--- config.mk ---
export PLATFORM = sky130hd
export DESIGN_NAME = instruction_fetch_unit_flat
export DESIGN_NICKNAME = d
export VERILOG_FILES = /design/src/rtl/instruction_fetch_unit_pkg.sv /design/src/rtl/instruction_fetch_unit_if.sv /design/src/rtl/instruction_fetch_unit_pc_register.sv /design/src/rtl/instruction_fetch_unit.sv /design/src/flat_wrapper.sv
export SDC_FILE = /design/constraint.sdc
export NUM_CORES = 1
export LEC_CHECK = 0
export BUFFER_PORTS_ARGS = -buffer_cell sky130_fd_sc_hd__buf_2
export CAP_MARGIN = 20
export CORE_MARGIN = 5
export CORE_UTILIZATION = 40
export CTS_CLUSTER_DIAMETER = 100
export CTS_CLUSTER_SIZE = 28
export DETAILED_ROUTE_END_ITERATION = 6
export GPL_ROUTABILITY_DRIVEN = 0
export GPL_TIMING_DRIVEN = 0
export PLACE_DENSITY_LB_ADDON = 0.25
export SLEW_MARGIN = 20
export SYNTH_ARGS = -nofsm -noshare
export SYNTH_HDL_FRONTEND = slang
export SYNTH_SLANG_ARGS = --single-unit
--- constraint.sdc ---
create_clock -name Clk -period 15.4 [get_ports Clk]
set_input_delay 4.62 -clock Clk [delete_from_list [all_inputs] [get_ports Clk]]
set_output_delay 4.62 -clock Clk [all_outputs]
set_load 0.005 [all_outputs]
--- src/rtl/instruction_fetch_unit_pkg.sv ---
// rtl/instruction_fetch_unit_pkg.sv - shared constants, fetch-state encoding and IF/ID bundle
package instruction_fetch_unit_pkg;

    localparam int XLEN = 32;

    localparam logic [XLEN-1:0] RESET_PC  = 32'h0000_0000;
    localparam logic [XLEN-1:0] HALT_WORD = 32'hFFFF_FFFF;
    localparam logic [XLEN-1:0] NOP_WORD  = 32'h0000_0000;

    typedef enum logic {
        RUN    = 1'b0,
        HALTED = 1'b1
    } fetch_state_e;

    typedef struct packed {
        logic [XLEN-1:0] instr;
        logic [XLEN-1:0] pc_plus4;
        logic            valid;
    } ifid_t;

    localparam ifid_t IFID_BUBBLE = '{instr: NOP_WORD, pc_plus4: 32'h0, valid: 1'b0};

    function automatic logic [XLEN-1:0] align_word(input logic [XLEN-1:0] addr);
        return {addr[XLEN-1:2], 2'b00};
    endfunction

endpackage

--- src/rtl/instruction_fetch_unit_if.sv ---
// rtl/instruction_fetch_unit_if.sv - fetch unit bus: hazard/redirect inputs, imem port, IF/ID outputs
interface instruction_fetch_unit_if;
    import instruction_fetch_unit_pkg::*;

    logic            Stall;
    logic            Redirect;
    logic [XLEN-1:0] RedirectTarget;
    logic [XLEN-1:0] Address;
    logic [XLEN-1:0] Instruction;
    logic [XLEN-1:0] IFID_Instruction;
    logic [XLEN-1:0] IFID_PCPlus4;
    logic            IFID_Valid;
    logic            Halted;
    logic [XLEN-1:0] FetchCount;

    modport master (
        input  Stall, Redirect, RedirectTarget, Instruction,
        output Address, IFID_Instruction, IFID_PCPlus4, IFID_Valid, Halted, FetchCount
    );

    modport slave (
        output Stall, Redirect, RedirectTarget, Instruction,
        input  Address, IFID_Instruction, IFID_PCPlus4, IFID_Valid, Halted, FetchCount
    );

endinterface

--- src/rtl/instruction_fetch_unit_pc_register.sv ---
// rtl/instruction_fetch_unit_pc_register.sv - program counter with load enable and async reset
module pc_register
    import instruction_fetch_unit_pkg::*;
(
    input  logic            Clk,
    input  logic            Reset,
    input  logic            load_i,
    input  logic [XLEN-1:0] next_pc_i,
    output logic [XLEN-1:0] pc_o
);

    logic [XLEN-1:0] pc_q;

    always_ff @(posedge Clk or posedge Reset) begin
        if (Reset) begin
            pc_q <= RESET_PC;
        end else if (load_i) begin
            pc_q <= next_pc_i;
        end
    end

    assign pc_o = pc_q;

endmodule

--- src/rtl/instruction_fetch_unit.sv ---
// rtl/instruction_fetch_unit.sv - MIPS fetch stage: PC, next-PC select, IF/ID register, halt FSM
module instruction_fetch_unit
    import instruction_fetch_unit_pkg::*;
(
    input  logic                      Clk,
    input  logic                      Reset,
    instruction_fetch_unit_if.master  fetch
);

    fetch_state_e    state_q, state_d;
    ifid_t           ifid_q, ifid_d;
    logic [XLEN-1:0] count_q, count_d;
    logic [XLEN-1:0] pc;
    logic [XLEN-1:0] pc_plus4;
    logic [XLEN-1:0] next_pc;
    logic            pc_load;

    pc_register u_pc (
        .Clk       (Clk),
        .Reset     (Reset),
        .load_i    (pc_load),
        .next_pc_i (next_pc),
        .pc_o      (pc)
    );

    assign pc_plus4 = pc + 32'd4;

    always_ff @(posedge Clk or posedge Reset) begin
        if (Reset) begin
            state_q <= RUN;
            ifid_q  <= IFID_BUBBLE;
            count_q <= '0;
        end else begin
            state_q <= state_d;
            ifid_q  <= ifid_d;
            count_q <= count_d;
        end
    end

    // Redirect outranks everything, including a halt word sitting in its shadow.
    always_comb begin
        state_d = state_q;
        ifid_d  = ifid_q;
        count_d = count_q;
        pc_load = 1'b0;
        next_pc = pc_plus4;
        unique case (state_q)
            RUN: begin
                if (fetch.Redirect) begin
                    pc_load = 1'b1;
                    next_pc = align_word(fetch.RedirectTarget);
                    ifid_d  = IFID_BUBBLE;
                end else if (fetch.Stall) begin
                    ifid_d  = ifid_q;
                end else if (fetch.Instruction == HALT_WORD) begin
                    ifid_d  = IFID_BUBBLE;
                    state_d = HALTED;
                end else begin
                    pc_load = 1'b1;
                    next_pc = pc_plus4;
                    ifid_d  = '{instr: fetch.Instruction, pc_plus4: pc_plus4, valid: 1'b1};
                    count_d = count_q + 32'd1;
                end
            end
            HALTED: begin
                ifid_d = IFID_BUBBLE;
                if (fetch.Redirect) begin
                    pc_load = 1'b1;
                    next_pc = align_word(fetch.RedirectTarget);
                    state_d = RUN;
                end
            end
            default: begin
                state_d = RUN;
            end
        endcase
    end

    assign fetch.Address          = pc;
    assign fetch.IFID_Instruction = ifid_q.instr;
    assign fetch.IFID_PCPlus4     = ifid_q.pc_plus4;
    assign fetch.IFID_Valid       = ifid_q.valid;
    assign fetch.Halted           = (state_q == HALTED);
    assign fetch.FetchCount       = count_q;

endmodule

--- src/flat_wrapper.sv ---
// flat-port wrapper written by rule: the top's interface ports become plain ports
module instruction_fetch_unit_flat import instruction_fetch_unit_pkg::*;
  (Clk, Reset, fetch_Stall, fetch_Redirect, fetch_RedirectTarget, fetch_Instruction, fetch_Address, fetch_IFID_Instruction, fetch_IFID_PCPlus4, fetch_IFID_Valid, fetch_Halted, fetch_FetchCount);
  instruction_fetch_unit_if fetch_i ();
  input  logic Clk;
  input  logic Reset;
  input wire logic [$bits(fetch_i.Stall)-1:0] fetch_Stall;
  input wire logic [$bits(fetch_i.Redirect)-1:0] fetch_Redirect;
  input wire logic [$bits(fetch_i.RedirectTarget)-1:0] fetch_RedirectTarget;
  input wire logic [$bits(fetch_i.Instruction)-1:0] fetch_Instruction;
  output wire logic [$bits(fetch_i.Address)-1:0] fetch_Address;
  output wire logic [$bits(fetch_i.IFID_Instruction)-1:0] fetch_IFID_Instruction;
  output wire logic [$bits(fetch_i.IFID_PCPlus4)-1:0] fetch_IFID_PCPlus4;
  output wire logic [$bits(fetch_i.IFID_Valid)-1:0] fetch_IFID_Valid;
  output wire logic [$bits(fetch_i.Halted)-1:0] fetch_Halted;
  output wire logic [$bits(fetch_i.FetchCount)-1:0] fetch_FetchCount;
  assign fetch_i.Stall = fetch_Stall;
  assign fetch_i.Redirect = fetch_Redirect;
  assign fetch_i.RedirectTarget = fetch_RedirectTarget;
  assign fetch_i.Instruction = fetch_Instruction;
  assign fetch_Address = fetch_i.Address;
  assign fetch_IFID_Instruction = fetch_i.IFID_Instruction;
  assign fetch_IFID_PCPlus4 = fetch_i.IFID_PCPlus4;
  assign fetch_IFID_Valid = fetch_i.IFID_Valid;
  assign fetch_Halted = fetch_i.Halted;
  assign fetch_FetchCount = fetch_i.FetchCount;
  instruction_fetch_unit u_core (.Clk(Clk), .Reset(Reset), .fetch(fetch_i));
endmodule
Yosys cells after proc, flatten, opt, wreduce, memory -nomap -nowiden
Cells that the tools add are included.
Widths: inputs -> output; s select.
{"block": "word_totals", "ff_bits": 130, "wordCells": 30}
{"block": "classes", "eq_ne": 2, "add_sub_neg": 2, "bitwise": 4, "n_mux": 15, "reduce_logical": 1}
{"cell": "$mux 65", "count": 3}
{"cell": "$pmux 65 s2", "count": 1}
{"cell": "$add 32x1->32 const B", "count": 1}
{"cell": "$add 32x3->32 const B", "count": 1}
{"cell": "$eq 32x32->1 const B", "count": 1}
{"cell": "$mux 32", "count": 1}
{"cell": "$mux 1", "count": 8}
{"cell": "$not 1->1", "count": 4}
{"cell": "$pmux 1 s2", "count": 2}
{"cell": "$reduce_and 4->1", "count": 1}
{"cell": "$ne 3x3->1 const B", "count": 1}

Logic depth before layout (Yosys ltp)
{"block": "logic_depth", "word_depth": 5, "depth_mapped": 8, "ltp_nobuf": 6}

Modules after synthesis
Synthesis repeated with hierarchy kept, for this count alone.
{"block": "hier_totals", "hier_cells": 500, "area_unflattened_um2": 6213.5}
{"module": "instruction_fetch_unit", "area_each_um2": 4864.7, "n_inst": 1, "cells_per_inst": 431}
{"module": "pc_register", "area_each_um2": 1348.8, "n_inst": 1, "cells_per_inst": 69}

Worst setup path after synthesis
No wires, ideal clock.
{"block": "synth_timing", "path_type": "in2reg", "from": "in fetch_Stall", "to": "reg u_core.count_q[24] (netlist: u_core.fetch.FetchCount[24])", "path_slack_ns": 9.179, "t_arrival_ns": 6.096, "n_path_buf": 2, "cell_stages": 6, "required_time_ns": 15.275, "path_cell_list": "or2_2 > clkbuf_1 > a2111oi_1 > buf_2 > nand4_1 > xnor2_1"}
{"block": "synth_via", "elab_chain_cells": 2}
{"element": "from (decl)", "line_no": "flat_wrapper.sv:7", "rtl": "input wire logic [$bits(fetch_i.Stall)-1:0] fetch_Stall;"}
{"element": "$not 1->1 (no source line)"}
{"element": "$reduce_and 4->1 (no source line)"}
{"element": "to (signal assigned)", "line_no": "instruction_fetch_unit.sv:36", "rtl": "count_q <= count_d;"}
{"element": "to (decl)", "line_no": "instruction_fetch_unit.sv:12", "rtl": "logic [XLEN-1:0] count_q, count_d;"}
No other way between the ends.
A chain may end at the register's enable or synchronous reset.

Worst setup path in the final report
{"block": "layout_timing", "from": "in fetch_Instruction[14]", "to": "reg u_core.u_pc.pc_q[27] (netlist: u_core.u_pc.pc_o[27])"}
{"block": "layout_via", "elab_chain_cells": 5}
{"element": "from (decl)", "line_no": "flat_wrapper.sv:10", "rtl": "input wire logic [$bits(fetch_i.Instruction)-1:0] fetch_Instruction;"}
{"element": "$eq 32x32->1", "line_no": "instruction_fetch_unit.sv:55", "rtl": "end else if (fetch.Instruction == HALT_WORD) begin"}
{"element": "$mux 1", "line_no": "instruction_fetch_unit.sv:55"}
{"element": "$mux 1", "line_no": "instruction_fetch_unit.sv:53", "rtl": "end else if (fetch.Stall) begin"}
{"element": "$mux 1", "line_no": "instruction_fetch_unit.sv:49", "rtl": "if (fetch.Redirect) begin"}
{"element": "$pmux 1 s2", "line_no": "instruction_fetch_unit.sv:47", "rtl": "unique case (state_q)"}
{"element": "to (signal assigned)", "line_no": "instruction_fetch_unit_pc_register.sv:18", "rtl": "pc_q <= next_pc_i;"}
{"element": "to (decl)", "line_no": "instruction_fetch_unit_pc_register.sv:12", "rtl": "logic [XLEN-1:0] pc_q;"}
No other way between the ends.

==> results.sh <==
export IMPL_post_cts_resized=0
export IMPL_setup_viol=0
export IMPL_dr_total_vias=5322
export IMPL_dr_wl_met2_um=8450
export IMPL_status="completed"
export IMPL_p_leak_nw=3.73
export IMPL_rsz0062_at_grt="no"
export IMPL_hold_path_startpoint="u_core.fetch.FetchCount[31]"
export IMPL_synth_seq_cells=127
export IMPL_first_pass_iters=6
export IMPL_crit_arrival_ns=7.13
export IMPL_grt_max_degree=70
export IMPL_antenna_found_initial=0
export IMPL_crit_type="primary input to flop"
export IMPL_htreeDepth=4
export IMPL_io_pins=198
export IMPL_hold_end="u_core.fetch.FetchCount[31]"
export IMPL_crit_required_ns=15.73
export IMPL_reg2reg_to="u_core.fetch.FetchCount[24]"
export IMPL_synthTopCellsByArea="dfrtp_1, xnor2_1, a22o_1"
export IMPL_routedWlPerCell_um=18.1
export IMPL_clk_latency_ns=0.42
export IMPL_critPathLaunch="fetch_Instruction[14]"
export IMPL_wl_met3_um=1090
export IMPL_synth_top_area_cell="dfrtp_1"
export IMPL_place_ws_ns=8.21
export IMPL_initial_utilization=0.410
export IMPL_final_util=0.538
export IMPL_grt_pass1_vias=5529
export IMPL_end_kind="flop"
export IMPL_core_area_um2=14600
export IMPL_topRoutingLayerUsed="met4"
export IMPL_area_delta_synth_final_pct=31.2
export IMPL_n_antenna_cell=0
export IMPL_die_x_um=132
export IMPL_grt_total_usage=0.205
export IMPL_ant_nets=0
export IMPL_yosysUniqueCellTypes=46
export IMPL_die_y_um=132
export IMPL_netlist_area_leader_share=0.530
export IMPL_synth_edf_count=0
export IMPL_hold_path_class="flop to flop"
export IMPL_cts_sinks=127
export IMPL_crit_top_cell="buf_2"
export IMPL_io_buffers=193
export IMPL_synthFlopType="dfrtp_1"
export IMPL_cts_buffer_depth=2
export IMPL_worst_slew_pin_slew_ns=0.842
export IMPL_finalHoldViolCount=0
export IMPL_post_cts_buffers=0
export IMPL_total_power_uw=940
export IMPL_min_path_cells=1
export IMPL_drc=0
export IMPL_cts_hold_buf=0
export IMPL_avgSynthCellArea_um2=10.5
export IMPL_cts_root_buf="clkbuf_16"
export IMPL_final_common_cell="buf_2"
export IMPL_syn_inst=571
export IMPL_cts_tree="built"
export IMPL_synth_area_um2=6000
export IMPL_grt_pass1_wl_um=29200
export IMPL_final_layout_size_suffix_gt1_frac=0.309
export IMPL_relSlewSlack=0.424
export IMPL_rrSetupSlack_ns=12.68
export IMPL_grt_overflow_total=0
export IMPL_die_area_um2=17500
export IMPL_async_reset_ff_frac=1.00
export IMPL_crit_slowest_cell="nor4_1"
export IMPL_rows=44
export IMPL_start_kind="primary input"
export IMPL_routed_via_density=5.41
export IMPL_crit_fanout=10
export IMPL_setup_ws_ns=8.59
export IMPL_reg2reg_depth=6
export IMPL_ir_drop_mv=0.0715
export IMPL_crit_reg2reg_launch="u_core.fetch.Halted"
export IMPL_finalSetupTns_ns=0
export IMPL_p_per_area_nw_per_um2=119
export IMPL_cts_buffers=17
export IMPL_slew_viol_final=0
export IMPL_fin_worst_skew_ns=0.00880
export IMPL_hpwl_um=13200
export IMPL_finalCriticalPeriod_ns=6.81
export IMPL_wirelength_um=17800
export IMPL_nNetsFinal=856
export IMPL_period_share=0.442
export IMPL_wl_met1_um=7980
export IMPL_path_clk_slew_ns=0.06
export IMPL_ys_seq_area_frac=0.530
export IMPL_cpPeakStageDelay_ns=0.73
export IMPL_final_cell_mix="buf_2, dfrtp_1, nand2_1"
export IMPL_fmax_ghz=0.147
export IMPL_synth_warnings=0
export IMPL_drv_cap=0
export IMPL_initialDrtViolationCount=348
export IMPL_whs_ns=0.466
export IMPL_crit_path_cell_trace="buf_2 -> nand4_1 -> nor4_1 -> buf_2 -> a21o_1 -> buf_2 -> buf_2 -> o21ai_0 -> a31oi_1"
cell usage after synthesis (2+ instances only):
| cell | n |
|---|---|
| a2111oi_0 | 3 |
| a211oi_1 | 12 |
| a22o_1 | 34 |
| a22oi_1 | 3 |
| a31oi_1 | 9 |
| and2_1 | 10 |
| and3_1 | 11 |
| and4_1 | 9 |
| buf_1 | 2 |
| buf_2 | 8 |
| buf_4 | 3 |
| clkbuf_1 | 26 |
| dfrtp_1 | 127 |
| ha_1 | 2 |
| inv_1 | 5 |
| nand2_1 | 66 |
| nand3_1 | 17 |
| nand4_1 | 41 |
| nor2_1 | 15 |
| nor2b_1 | 3 |
| nor4_1 | 3 |
| nor4_2 | 2 |
| o21ai_0 | 51 |
| or3_1 | 6 |
| or3_4 | 2 |
| or4_1 | 7 |
| or4_4 | 2 |
| xnor2_1 | 49 |
| xor2_1 | 26 |
routing by layer:
metal | global-route usage | vias up
met3 | 0.0626 | 31
met2 | 0.322 | 195
met1 | 0.272 | 2589
met5 | 0 | -
met4 | 0.0658 | 0
li1 | - | 2507
state kept, by name, summed over array words and instances (netlist names):
signal	flops
u_core.u_pc.pc_o	30
u_core.fetch.IFID_PCPlus4	31
u_core.fetch.Halted	1
u_core.fetch.IFID_Instruction	32
u_core.fetch.FetchCount	32
u_core.fetch.IFID_Valid	1
per-stage QoR:
step	instances	instance area [um^2]
after floorplan	572	6000
after global placement	949	7200
after detailed placement	951	7240
after CTS	983	7870
after global routing	983	7870
final	983	7870
final cells by class:
| class | instances | area, um^2 |
|---|---|---|
| timing repair buffer | 195 | 1000 |
| tap | 184 | 230 |
| fill | 1346 | 6770 |
| inverter | 5 | 23.8 |
| sequential | 127 | 3180 |
| multi-input combinational | 401 | 2640 |
| clock inverter | 11 | 189 |
| clock buffer | 21 | 440 |
| buffer | 39 | 168 |
worst max-delay path by stage:
stage / slack (ns) / end / cells after the start
detailed placement: 8.21 / u_core.u_pc.pc_o[24] / 9
global placement: 5.99 / u_core.fetch.IFID_Instruction[0] / 2
CTS: 8.64 / u_core.u_pc.pc_o[24] / 9
global route: 8.43 / u_core.u_pc.pc_o[27] / 9
finish: 8.59 / u_core.u_pc.pc_o[27] / 9
floorplan: 7.40 / u_core.fetch.FetchCount[0] / 1
logic make-up (layout without fill, tap and decap cells):
| kind of cell | count (synthesis) | after routing | share of synthesized area |
|---|---|---|---|
| and+or+nand+nor | 199 | 199 | 0.183 |
| DFF | 127 | 127 | 0.530 |
| AOI/OAI and AO/OA | 122 | 122 | 0.140 |
| xor gates and xnor gates | 75 | 75 | 0.110 |
| buffers and inverters | 44 | 271 | 0.0311 |
| adders and majority gates | 2 | 2 | 0.00417 |
| other | 1 | 2 | 0.000625 |
| muxes | 1 | 1 | 0.00188 |
worst max-delay path, delay by kind of cell:
family | cells | cell delay, ns
AO/OA/AOI/OAI | 3 | 0.64
AND/OR/NAND/NOR | 2 | 0.85
buffers and inverters | 4 | 1.00
power breakdown:
| group | total [mW] | internal, mW | leakage (nW) | switching (mW) |
|---|---|---|---|---|
| clock network | 0.433 | 0.286 | 0.301 | 0.147 |
| registers | 0.388 | 0.360 | 1.66 | 0.0286 |
| logic | 0.119 | 0.0525 | 1.77 | 0.0663 |
| total | 0.940 | 0.699 | 3.73 | 0.242 |
No activity file was read; power rests on OpenSTA's default activity.
